<file path="config.mk">
export PLATFORM = sky130hd
export DESIGN_NAME = mac_accumulator
export DESIGN_NICKNAME = d
export VERILOG_FILES = /design/src/rtl/mac_pkg.sv /design/src/rtl/mac_adder.sv /design/src/rtl/mac_accumulator.sv
export SDC_FILE = /design/constraint.sdc
export NUM_CORES = 1
export LEC_CHECK = 0
export ABC_AREA = 1
export BUFFER_PORTS_ARGS = -buffer_cell sky130_fd_sc_hd__buf_2
export CELL_PAD_IN_SITES_DETAIL_PLACEMENT = 0
export CELL_PAD_IN_SITES_GLOBAL_PLACEMENT = 1
export CORE_MARGIN = 10
export CORE_UTILIZATION = 44
export CTS_CLUSTER_SIZE = 40
export DETAILED_ROUTE_END_ITERATION = 16
export GPL_ROUTABILITY_DRIVEN = 0
export PLACE_DENSITY = 0.85
export SYNTH_ARGS = -nofsm -noshare
export SYNTH_HDL_FRONTEND = slang
export SYNTH_HIERARCHICAL = 1
export SYNTH_SLANG_ARGS = --single-unit
</file>
<file path="constraint.sdc">
create_clock -name clk -period 10.9 [get_ports clk]
set_clock_uncertainty 0.1 [all_clocks]
set_input_delay 2.18 -clock clk [delete_from_list [all_inputs] [get_ports clk]]
set_output_delay 2.18 -clock clk [all_outputs]
set_load 0.1 [all_outputs]
</file>
<file path="src/rtl/mac_pkg.sv">
// Shared definitions for the MAC accumulator: state encoding and default widths.
package mac_pkg;

  localparam int DEFAULT_WIDTH     = 8;
  localparam int DEFAULT_ACC_WIDTH = 20;

  typedef enum logic [1:0] {
    ST_IDLE = 2'd0,
    ST_MUL  = 2'd1,
    ST_ACC  = 2'd2
  } state_t;

endpackage

</file>
<file path="src/rtl/mac_adder.sv">
// Ripple-carry adder built from a chain of full-adder cells, carry-in tied to 0.
module mac_adder
  import mac_pkg::*;
#(
  parameter int ACC_WIDTH = DEFAULT_ACC_WIDTH
) (
  input  logic [ACC_WIDTH-1:0] a_i,
  input  logic [ACC_WIDTH-1:0] b_i,
  output logic [ACC_WIDTH-1:0] sum_o,
  output logic                 cout_o
);

  logic [ACC_WIDTH:0] carry;

  assign carry[0] = 1'b0;

  for (genvar i = 0; i < ACC_WIDTH; i++) begin : g_fa
    assign sum_o[i]   = a_i[i] ^ b_i[i] ^ carry[i];
    assign carry[i+1] = (a_i[i] & b_i[i]) | (carry[i] & (a_i[i] ^ b_i[i]));
  end

  assign cout_o = carry[ACC_WIDTH];

endmodule

</file>
<file path="src/rtl/mac_accumulator.sv">
// Shift-and-add multiply followed by accumulate, with sticky overflow.
// Define MAC_SATURATE_EN to saturate the accumulator on overflow instead of wrapping.
module mac_accumulator
  import mac_pkg::*;
#(
  parameter int WIDTH     = DEFAULT_WIDTH,
  parameter int ACC_WIDTH = DEFAULT_ACC_WIDTH
) (
  input  logic                 clk,
  input  logic                 rst_n,
  input  logic                 in_valid,
  output logic                 in_ready,
  input  logic [WIDTH-1:0]     a,
  input  logic [WIDTH-1:0]     b,
  input  logic                 clear,
  output logic [ACC_WIDTH-1:0] acc_out,
  output logic                 out_valid,
  output logic                 overflow
);

  localparam int CW = $clog2(WIDTH + 1);

  state_t                 state_q, state_d;
  logic [WIDTH-1:0]       a_q, a_d;
  logic [WIDTH-1:0]       b_q, b_d;
  logic [CW-1:0]          cnt_q, cnt_d;
  logic [ACC_WIDTH-1:0]   prod_q, prod_d;
  logic [ACC_WIDTH-1:0]   acc_q, acc_d;
  logic                   ovf_q, ovf_d;
  logic                   outv_q, outv_d;
  logic                   clrp_q, clrp_d;

  logic [ACC_WIDTH-1:0]   addend;
  logic [ACC_WIDTH-1:0]   add_a, add_b, add_sum;
  logic                   add_cout;

  // One adder serves both phases: partial products in MUL, accumulate in ACC.
  assign addend = b_q[0] ? (ACC_WIDTH'(a_q) << cnt_q) : '0;
  assign add_a  = (state_q == ST_MUL) ? prod_q : acc_q;
  assign add_b  = (state_q == ST_MUL) ? addend : prod_q;

  mac_adder #(.ACC_WIDTH(ACC_WIDTH)) u_adder (
    .a_i    (add_a),
    .b_i    (add_b),
    .sum_o  (add_sum),
    .cout_o (add_cout)
  );

  always_comb begin
    state_d = state_q;
    a_d     = a_q;
    b_d     = b_q;
    cnt_d   = cnt_q;
    prod_d  = prod_q;
    acc_d   = acc_q;
    ovf_d   = ovf_q;
    outv_d  = 1'b0;
    clrp_d  = clrp_q;
    case (state_q)
      ST_IDLE: begin
        if (clear) begin
          acc_d = '0;
          ovf_d = 1'b0;
        end
        if (in_valid) begin
          a_d     = a;
          b_d     = b;
          prod_d  = '0;
          cnt_d   = '0;
          state_d = ST_MUL;
        end
      end
      ST_MUL: begin
        prod_d = add_sum;
        b_d    = b_q >> 1;
        cnt_d  = cnt_q + CW'(1);
        if (clear) clrp_d = 1'b1;
        if (cnt_q == CW'(WIDTH - 1)) state_d = ST_ACC;
      end
      ST_ACC: begin
        // A clear seen during this operation replaces the sum rather than adding to it.
        if (clrp_q || clear) begin
          acc_d = prod_q;
          ovf_d = 1'b0;
        end else if (add_cout) begin
`ifdef MAC_SATURATE_EN
          acc_d = '1;
`else
          acc_d = add_sum;
`endif
          ovf_d = 1'b1;
        end else begin
          acc_d = add_sum;
        end
        clrp_d  = 1'b0;
        outv_d  = 1'b1;
        state_d = ST_IDLE;
      end
      default: state_d = ST_IDLE;
    endcase
  end

  always_ff @(posedge clk or negedge rst_n) begin
    if (!rst_n) begin
      state_q <= ST_IDLE;
      a_q     <= '0;
      b_q     <= '0;
      cnt_q   <= '0;
      prod_q  <= '0;
      acc_q   <= '0;
      ovf_q   <= 1'b0;
      outv_q  <= 1'b0;
      clrp_q  <= 1'b0;
    end else begin
      state_q <= state_d;
      a_q     <= a_d;
      b_q     <= b_d;
      cnt_q   <= cnt_d;
      prod_q  <= prod_d;
      acc_q   <= acc_d;
      ovf_q   <= ovf_d;
      outv_q  <= outv_d;
      clrp_q  <= clrp_d;
    end
  end

  assign in_ready  = (state_q == ST_IDLE);
  assign out_valid = outv_q;
  assign acc_out   = acc_q;
  assign overflow  = ovf_q;

endmodule
</file>
==> flow_metrics.tcl, run 1 <==
set metrics [dict create \
    grt_pass1_wl_um 16500 \
    cts_inserted_buffers 9 \
    worstPathRequired_ns 11.06 \
    tritoncts "done" \
    startpoint "cnt_q[1]$_DFFE_PN0P_" \
    grt_max_degree 66 \
    clk_path_buf_depth 2 \
    max_freq_mhz 107 \
    yosys.area.top_type "dfrtp_1" \
    synth_warnings 6 \
    tns_ns 0 \
    clock-sinks 65 \
    synth_seq_cells 65 \
    start_util_pct 45.0 \
    cts_root_buf "clkbuf_8" \
    cp_slowest_cell "dfrtp_1" \
    yosys.area.top_type_share_pct 41.6 \
    worstMarginPinSlew_ns 0.819 \
    syn-cell-area_um2 3910 \
    status "finished, final reports clean" \
    rr_endpoint "acc_out[19]$_DFFE_PN0P_" \
    first_iter_violations 217 \
    synth.area.top_cells "dfrtp_1 (42%), nand2_1 (13%), o21ai_0 (13%)" \
    cp-endpoint "acc_out[19]$_DFFE_PN0P_" \
    wirelength_um 9730 \
    htreeDepth 3 \
    firstDrtPassIters 4 \
    critical_path_class "reg -> reg" \
    critPathMostFrequentCell "fa_1" \
    die_w_um 114 \
    fin_crit_sh_pct 85.8 \
    end_kind "flop" \
    synth_area_per_cell_um2 7.79 \
    r2r-start "cnt_q[1]$_DFFE_PN0P_" \
    diodes 0 \
    slew_viol_final 0 \
    cts.clk_slew.worst_paths_ns 0.07 \
    post-cts-setup-buffer-count 0 \
    crit_arrival_ns 9.52 \
    post-route-min-period_ns 9.35 \
    reg2reg_depth 31 \
    portBuffers 42 \
    whs_ns 0.404 \
    num_rows 34 \
    dp_hpwl_um 6910 \
    slew_headroom_pct 45.4 \
    cp-start-kind "flop" \
    postPlaceCellArea_um2 4150 \
    synth_nets 543 \
    nNetsFinal 575 \
    die_area_um2 13100 \
    drc 0 \
    max_cap_violations 0 \
    grt_setup_unrepaired "false" \
    critical_path.max_fanout 13 \
    hold_class "reg -> reg" \
    routedWlPerCell_um 15.0 \
    drive_above_1_share_pct 14.5 \
    dp.cells 631 \
    ios 43 \
    final_cell_area_um2 4360 \
    n_fill_cell 858 \
    final-hold-violation-count 0 \
    setup_viol 0 \
    fp.dieH_um 114 \
    cts-resized-gates 0 \
    reg2reg_slack_ns 1.55 \
    grt_overflow 0 \
    syn_inst 502 \
    synth-seq-area-share_pct 41.6 \
    core-area_um2 8680 \
    area_growth_pct 11.7 \
    drtAntennaViolNets 0 \
    synth_cell_types 28 \
    grt_use_total_pct 15.4 \
    antenna_found_initial 0 \
    holdBufCountCts 0 \
    cpPeakStageDelay_ns 0.56 \
    fin_cells 647 \
    via_per_inst 5.21 \
    vias 3371 \
    insertion_delay_ns 0.35 \
    grt_pass1_vias 3296 \
]
==> cells by family (layout without fill, tap and decap cells) <==
group	after synthesis	in the layout	synth area share, %
and+or+nand+nor	208	208	21.8
AOI/OAI and AO/OA	127	127	17.2
buffers and inverters	81	118	9.06
DFF	65	65	41.6
adders and majority gates	21	21	10.4
==> cell usage after synthesis <==
cell type,n
nand3_1,28
nor2_1,27
ha_1,2
o22ai_1,12
buf_2,12
nor2_2,4
o21ai_2,1
nand2_1,140
nand4_1,2
inv_1,50
clkbuf_1,9
nand2_4,1
buf_6,1
a22oi_1,1
nor4_1,1
nor3_1,1
nand2_2,4
fa_1,19
clkbuf_2,2
buf_12,1
o211ai_1,4
a21oi_1,10
a22o_1,1
buf_4,1
o21ai_0,98
inv_6,1
dfrtp_1,65
inv_2,4
==> state kept, by name, summed over array words and instances, names as in the netlist <==
name / cells
a_q: 8
clrp_q: 1
b_q: 8
out_valid: 1
state_q: 2
overflow: 1
prod_q: 20
acc_out: 20
cnt_q: 4
==> worst min path at each step <==
stage | slack [ns] | to | startpoint | cells past startpoint
after floorplan | 0.37 | b_q[7]$_DFFE_PN0P_ | b_q[7]$_DFFE_PN0P_ | 1
after global placement | 0.39 | b_q[7]$_DFFE_PN0P_ | b_q[7]$_DFFE_PN0P_ | 1
after detailed placement | 0.39 | b_q[7]$_DFFE_PN0P_ | b_q[7]$_DFFE_PN0P_ | 1
after CTS | 0.41 | b_q[7]$_DFFE_PN0P_ | b_q[7]$_DFFE_PN0P_ | 1
after global routing | 0.43 | b_q[7]$_DFFE_PN0P_ | b_q[7]$_DFFE_PN0P_ | 1
final | 0.40 | b_q[7]$_DFFE_PN0P_ | b_q[7]$_DFFE_PN0P_ | 1
==> metal layers <==
metal  up-vias  track usage (%)  part of all wire, %
met2        72             23.0                   44
met4         0             4.51                  1.3
li1       1688                -                    -
met1      1598             21.7                   50
met3        13             3.62                  5.3
met5         -                0                    0
==> stage by stage <==
step	setup WS [ns]	util (%)
2_1_floorplan	2.17	-
3_3_place_gp	1.78	47.8
3_5_place_dp	1.68	47.8
4_1_cts	1.58	50.3
5_1_grt	1.04	50.3
6_report	1.55	50.3
==> cell type report <==
cell class / instances / area, um2 / area share (%)
inverter: 55 / 211 / 4.85
clock buffer: 12 / 165 / 3.78
clock inverter: 4 / 50.0 / 1.15
multi-input combinational: 356 / 1930 / 44.2
tap: 108 / 135 / 3.10
timing repair buffer: 47 / 248 / 5.68
sequential: 65 / 1630 / 37.3
==> worst max-delay path, delay by kind of cell (launching register included) <==
kind / cells / cell delay, ns
buffers and inverters: 5 / 0.55
AO/OA/AOI/OAI: 2 / 0.25
adder cells (fa/ha/maj): 20 / 7.44
flip-flops: 1 / 0.56
AND/OR/NAND/NOR: 4 / 0.37
==> placed cells by master, fill, tap and decap left out, types with 12 or more instances in the layout <==
master / n
fa_1: 19
clkbuf_8: 12
inv_1: 50
buf_2: 42
nor2_1: 27
nand3_1: 28
dfrtp_1: 65
o21ai_0: 97
o22ai_1: 12
nand2_1: 140
Power of run 1 is not shown: default switching activity piles up to over one toggle a cycle in this logic, so the estimate is an artifact.
==> inputs of run 2 (changes only) <==
--- a/config.mk
+++ b/config.mk
@@ -5,17 +5,16 @@
 export SDC_FILE = /design/constraint.sdc
 export NUM_CORES = 1
 export LEC_CHECK = 0
-export ABC_AREA = 1
 export BUFFER_PORTS_ARGS = -buffer_cell sky130_fd_sc_hd__buf_2
 export CELL_PAD_IN_SITES_DETAIL_PLACEMENT = 0
 export CELL_PAD_IN_SITES_GLOBAL_PLACEMENT = 1
 export CORE_MARGIN = 10
-export CORE_UTILIZATION = 44
+export CORE_UTILIZATION = 46
 export CTS_CLUSTER_SIZE = 40
 export DETAILED_ROUTE_END_ITERATION = 16
 export GPL_ROUTABILITY_DRIVEN = 0
 export PLACE_DENSITY = 0.85
+export SLEW_MARGIN = 20
 export SYNTH_ARGS = -nofsm -noshare
 export SYNTH_HDL_FRONTEND = slang
-export SYNTH_HIERARCHICAL = 1
 export SYNTH_SLANG_ARGS = --single-unit
==> flow_metrics.tcl, run 2 <==
set metrics [dict create \
    status "finished, final reports clean" \
    drive_above_1_share_pct 18.7 \
    fin_cells 565 \
    firstDrtPassIters 4 \
    crit_buf_inv 4 \
    htreeDepth 3 \
    critical_path_class "reg -> reg" \
    die_area_um2 12800 \
    vias 3099 \
    diodes 0 \
    cp_slowest_cell "dfrtp_1" \
    slew_headroom_pct 44.2 \
    muxShareOfSynthArea_pct 14.4 \
    fp.dieH_um 113 \
    cp-start-kind "flop" \
    synthAdderAreaFrac_pct 10.2 \
    cpPeakStageDelay_ns 0.51 \
    insertion_delay_ns 0.35 \
    grt_overflow 0 \
    finish.utilization_pct 53.3 \
    cts.clk_slew.worst_paths_ns 0.08 \
    synth_flop_cell "dfrtp_1" \
    dp.cells 550 \
    critical_path.max_fanout 18 \
    syn-cell-area_um2 3990 \
    critPathMostFrequentCell "fa_1" \
    r2r-start "state_q[1]$_DFFE_PN0P_" \
    synth_nets 469 \
    final-hold-violation-count 0 \
    dp_hpwl_um 6820 \
    core-area_um2 8340 \
    synth_cell_types 45 \
    yosys.area.top_type_share_pct 40.8 \
    min_to "b_q[1]$_DFFE_PN0P_" \
    post-cts-setup-buffer-count 0 \
    synth-xor-area-share_pct 0.220 \
    seq_area_um2 1630 \
    synth.area.top_cells "dfrtp_1 (41%), nand2_1 (12%), mux2i_1 (9.8%)" \
    synth_edf_count 0 \
    ir_worst_vdd_mv 0.148 \
    end_kind "flop" \
    whs_ns 0.393 \
    slew_viol_final 0 \
    ios 43 \
    cts_root_buf "clkbuf_8" \
    hold_class "reg -> reg" \
    start_util_pct 47.8 \
    via_per_inst 5.48 \
    clk_path_buf_depth 2 \
    critPathTopFamily "adder cells" \
    num_rows 33 \
    multi_input_area_um2 2190 \
    synth_seq_cells 65 \
    hold_depth 2 \
    worstMarginPinSlew_ns 0.836 \
    grt_max_degree 66 \
    hold_path_startpoint "b_q[2]$_DFFE_PN0P_" \
    synth_top_family_by_area "simple AND/OR/NAND/NOR gates" \
    clock-sinks 65 \
    grt_setup_unrepaired "false" \
    synthMostInstantiatedCell "nand2_1" \
    grt_pass1_vias 3151 \
    grt_pass1_wl_um 16200 \
    final_cell_mix "nand2_1 (125), dfrtp_1 (65), o21ai_0 (49), buf_2 (42), mux2i_1 (39)" \
    crit_arrival_ns 9.58 \
    dp_slack_ns 1.46 \
    p_per_area_nw_per_um2 277 \
    n_fill_cell 779 \
    fin_crit_sh_pct 86.6 \
    routedWlPerCell_um 17.0 \
    fin_ws_ns 1.46 \
    wirelength_um 9590 \
    leakage_nw 2.05 \
    tns_ns 0 \
    synth_compound_area_share_pct 13.2 \
    worstPathRequired_ns 11.04 \
    power_mw 1.23 \
    layout_commonest_cell "nand2_1" \
    synth_warnings 0 \
    rr_endpoint "overflow$_DFFE_PN0P_" \
    synth_area_per_cell_um2 9.32 \
    synth_commonest_cells "nand2_1 (125), dfrtp_1 (65), o21ai_0 (49)" \
    max_cap_violations 0 \
    synth-seq-area-share_pct 40.8 \
    reg2reg_slack_ns 1.46 \
    syn_inst 428 \
    nNetsFinal 497 \
    setup_viol 0 \
    yosys.area_share.simple_pct 16.4 \
    holdBufCountCts 0 \
    portBuffers 42 \
    die_w_um 113 \
    postPlaceCellArea_um2 4230 \
    post-route-min-period_ns 9.44 \
    grt_use_total_pct 15.3 \
    first_iter_violations 194 \
    final_cell_area_um2 4440 \
    drtAntennaViolNets 0 \
    cts_inserted_buffers 9 \
    antenna_found_initial 0 \
    drc 0 \
    yosys.area.top_type "dfrtp_1" \
    max_freq_mhz 106 \
    reg2reg_depth 30 \
    cts-resized-gates 0 \
    tritoncts "done" \
    area_growth_pct 11.4 \
    async_reset_ff_share_pct 100 \
]
## run 2: cell count changes after synthesis, moves of 10 or more
cell | previous run | this run
o21ai_0 | 98 | 49
inv_1 | 50 | 6
mux2i_1 | 0 | 39
nand3_1 | 28 | 5
nor2_1 | 27 | 11
nand2_1 | 140 | 125
mux2_2 | 0 | 13
o21ai_1 | 0 | 10
## run 2: logic make-up (layout without fill, tap and decap cells)
kind of cell             after synthesis  in the layout
multiplexers                          54             54
flip-flops                            65             65
AO/OA/AOI/OAI                         92             92
adder cells (fa/ha/maj)               21             21
AND/OR/NAND/NOR                      158            158
XOR/XNOR                               1              1
buffers and inverters                 37             69
## run 2: power by group
group	switching [mW]	internal [mW]	total [mW]
clock network	0.0985	0.133	0.232
logic	0.376	0.215	0.591
registers	0.0936	0.314	0.407
total	0.568	0.662	1.23
## run 2: area by class of cell
class / count / share of cell area (%)
Multi-Input combinational cell: 326 / 49.3
Sequential cell: 65 / 36.6
Timing Repair Buffer: 48 / 5.74
Clock buffer: 10 / 3.10
Tap cell: 105 / 2.96
Clock inverter: 5 / 1.80
Inverter: 6 / 0.507
## run 2: worst max-delay path by stage
stage	from	endpoint	slack (ns)	cells after the start
CTS	state_q[1]$_DFFE_PN0P_	overflow$_DFFE_PN0P_	1.38	30
finish	state_q[1]$_DFFE_PN0P_	overflow$_DFFE_PN0P_	1.46	30
global placement	state_q[1]$_DFFE_PN0P_	overflow$_DFFE_PN0P_	1.65	30
floorplan	state_q[1]$_DFFE_PN0P_	overflow$_DFFE_PN0P_	1.91	33
global route	state_q[1]$_DFFE_PN0P_	overflow$_DFFE_PN0P_	1.02	30
detailed placement	state_q[1]$_DFFE_PN0P_	overflow$_DFFE_PN0P_	1.46	30
## run 2: layer usage
metal / up-vias / GRT usage (%) / share of wire, %
li1: 1512 / - / -
met1: 1520 / 20.0 / 47
met2: 55 / 24.2 / 48
met3: 12 / 3.80 / 3.8
met4: 0 / 4.91 / 1.6
met5: - / 0 / 0
## run 2: worst min-delay path: stages (launching register included)
cell	delay [ns]
dfrtp_1	0.35
nand2_1	0.05
o21ai_0	0.06
Power figures use the tool's default switching activity.
==> inputs of run 3 (changes only) <==
--- a/config.mk
+++ b/config.mk
@@ -14,6 +14,7 @@
 export DETAILED_ROUTE_END_ITERATION = 16
 export GPL_ROUTABILITY_DRIVEN = 0
 export PLACE_DENSITY = 0.85
+export RECOVER_POWER = 25
 export SLEW_MARGIN = 20
 export SYNTH_ARGS = -nofsm -noshare
 export SYNTH_HDL_FRONTEND = slang
==> flow_metrics.tcl, run 3 (same netlist as run 2, synthesis figures left out) <==
set metrics [dict create \
    cp_slowest_cell "dfrtp_1" \
    critical_path_class "reg -> reg" \
    critical_path.max_fanout 18 \
    drtAntennaViolNets 0 \
    cts-resized-gates 0 \
    die_w_um 113 \
    p_int_mw 0.661 \
    cts.clk_slew.worst_paths_ns 0.08 \
    cts_root_buf "clkbuf_8" \
    setup_viol 0 \
    post-cts-setup-buffer-count 0 \
    wirelength_um 9590 \
    holdBufCountCts 0 \
    fp.dieH_um 113 \
    die_area_um2 12800 \
    layout_commonest_cell "nand2_1" \
    cts_inserted_buffers 9 \
    max_cap_violations 2 \
    startpoint "state_q[1]$_DFFE_PN0P_" \
    fin_crit_sh_pct 86.7 \
    dp_slack_ns 1.46 \
    final_cell_mix "nand2_1 (125), dfrtp_1 (65), o21ai_0 (49), buf_2 (41), mux2i_1 (39)" \
    fin_ws_ns 1.45 \
    via_per_inst 5.47 \
    share_comb_of_total_power_pct 48.0 \
    hold_depth 2 \
    hold_class "reg -> reg" \
    tritoncts "done" \
    p_per_area_nw_per_um2 277 \
    p_seq_share_pct 33.1 \
    reg2reg_depth 30 \
    core-area_um2 8340 \
    dp_hpwl_um 6820 \
    drc 0 \
    cpPeakStageDelay_ns 0.50 \
    cp-start-kind "flop" \
    firstDrtPassIters 4 \
    ios 43 \
    grt_pass1_wl_um 16200 \
    hold_path_startpoint "b_q[2]$_DFFE_PN0P_" \
    critPathMostFrequentCell "fa_1" \
    grt_use_total_pct 15.3 \
    nNetsFinal 497 \
    crit_arrival_ns 9.58 \
    worstPathRequired_ns 11.03 \
    dp.cells 550 \
    grt_max_degree 66 \
    start_util_pct 47.8 \
    diodes 0 \
    area_growth_pct 11.2 \
    whs_ns 0.393 \
    rr_endpoint "overflow$_DFFE_PN0P_" \
    vias 3093 \
    routedWlPerCell_um 17.0 \
    num_rows 33 \
    worstMarginPinSlew_ns 3.51 \
    p_clk_share_pct 18.8 \
    clk_path_buf_depth 2 \
    r2r-start "state_q[1]$_DFFE_PN0P_" \
    tns_ns 0 \
    grt_overflow 0 \
    grt_setup_unrepaired "false" \
    drive_above_1_share_pct 18.0 \
    clock-sinks 65 \
    antenna_found_initial 0 \
    htreeDepth 3 \
    final-hold-violation-count 0 \
    end_kind "flop" \
    first_iter_violations 198 \
    switching_share_pct 46.2 \
    grt_pass1_vias 3151 \
    portBuffers 42 \
    post-route-min-period_ns 9.45 \
    slew_viol_final 108 \
    fin_cells 565 \
    min_to "b_q[1]$_DFFE_PN0P_" \
    p_sw_mw 0.568 \
    reg2reg_slack_ns 1.45 \
    slew_headroom_pct -134 \
    ir_worst_vdd_mv 0.147 \
    max_freq_mhz 106 \
    status "finished with violations" \
    leakage_nw 2.04 \
    insertion_delay_ns 0.35 \
    violations "max-capacitance violations, max-slew violations" \
]
run 3: cell count changes in the layout (fill, tap and decap cells not counted), sizes merged:
| cell | before | now |
|---|---|---|
| buf | 48 | 45 |
| clkbuf | 10 | 13 |
run 3: layer usage:
metal  wire length, um  GRT usage, %
met4               157          4.91
met2              4620          24.2
met3               402          3.80
met1              4410          20.0
met5                 0             0
run 3: final cells by class:
cell class / count / area, um2
repair buffers: 48 / 246
clock buffers: 10 / 138
well taps: 105 / 131
fillers: 782 / 3910
clock inverters: 5 / 80.1
multi-input cells: 326 / 2190
flip-flops and latches: 65 / 1630
inverters: 6 / 22.5
run 3: worst max path at each step:
stage,end,slack (ns)
after floorplan,overflow$_DFFE_PN0P_,1.91
after global placement,overflow$_DFFE_PN0P_,1.65
after detailed placement,overflow$_DFFE_PN0P_,1.46
after CTS,overflow$_DFFE_PN0P_,1.38
after global routing,overflow$_DFFE_PN0P_,1.01
final,overflow$_DFFE_PN0P_,1.45
run 3: worst max-delay path: cells and delay by family (launching register included):
kind / cells / cell delay, ns
AOI/OAI and AO/OA: 4 / 0.48
adders and majority gates: 20 / 7.40
buffers and inverters: 4 / 0.28
DFF: 1 / 0.50
and+or+nand+nor: 2 / 0.58
run 3: power groups by stage:
stage                     clock network (mW)  logic, mW  registers [mW]
after floorplan                            0      0.448           0.424
after global placement                     0      0.584           0.406
after detailed placement                   0      0.596           0.411
after CTS                              0.236      0.597           0.406
after global routing                   0.247      0.665           0.420
final                                  0.232      0.590           0.407
run 3: metrics by stage:
step           area, um2  total power, mW  util [%]
6_report            4430             1.23      53.2
3_3_place_gp        4230            0.990      50.7
3_5_place_dp        4230             1.01      50.7
4_1_cts             4440             1.24      53.3
2_1_floorplan       3990            0.873         -
5_1_grt             4430             1.33      53.2
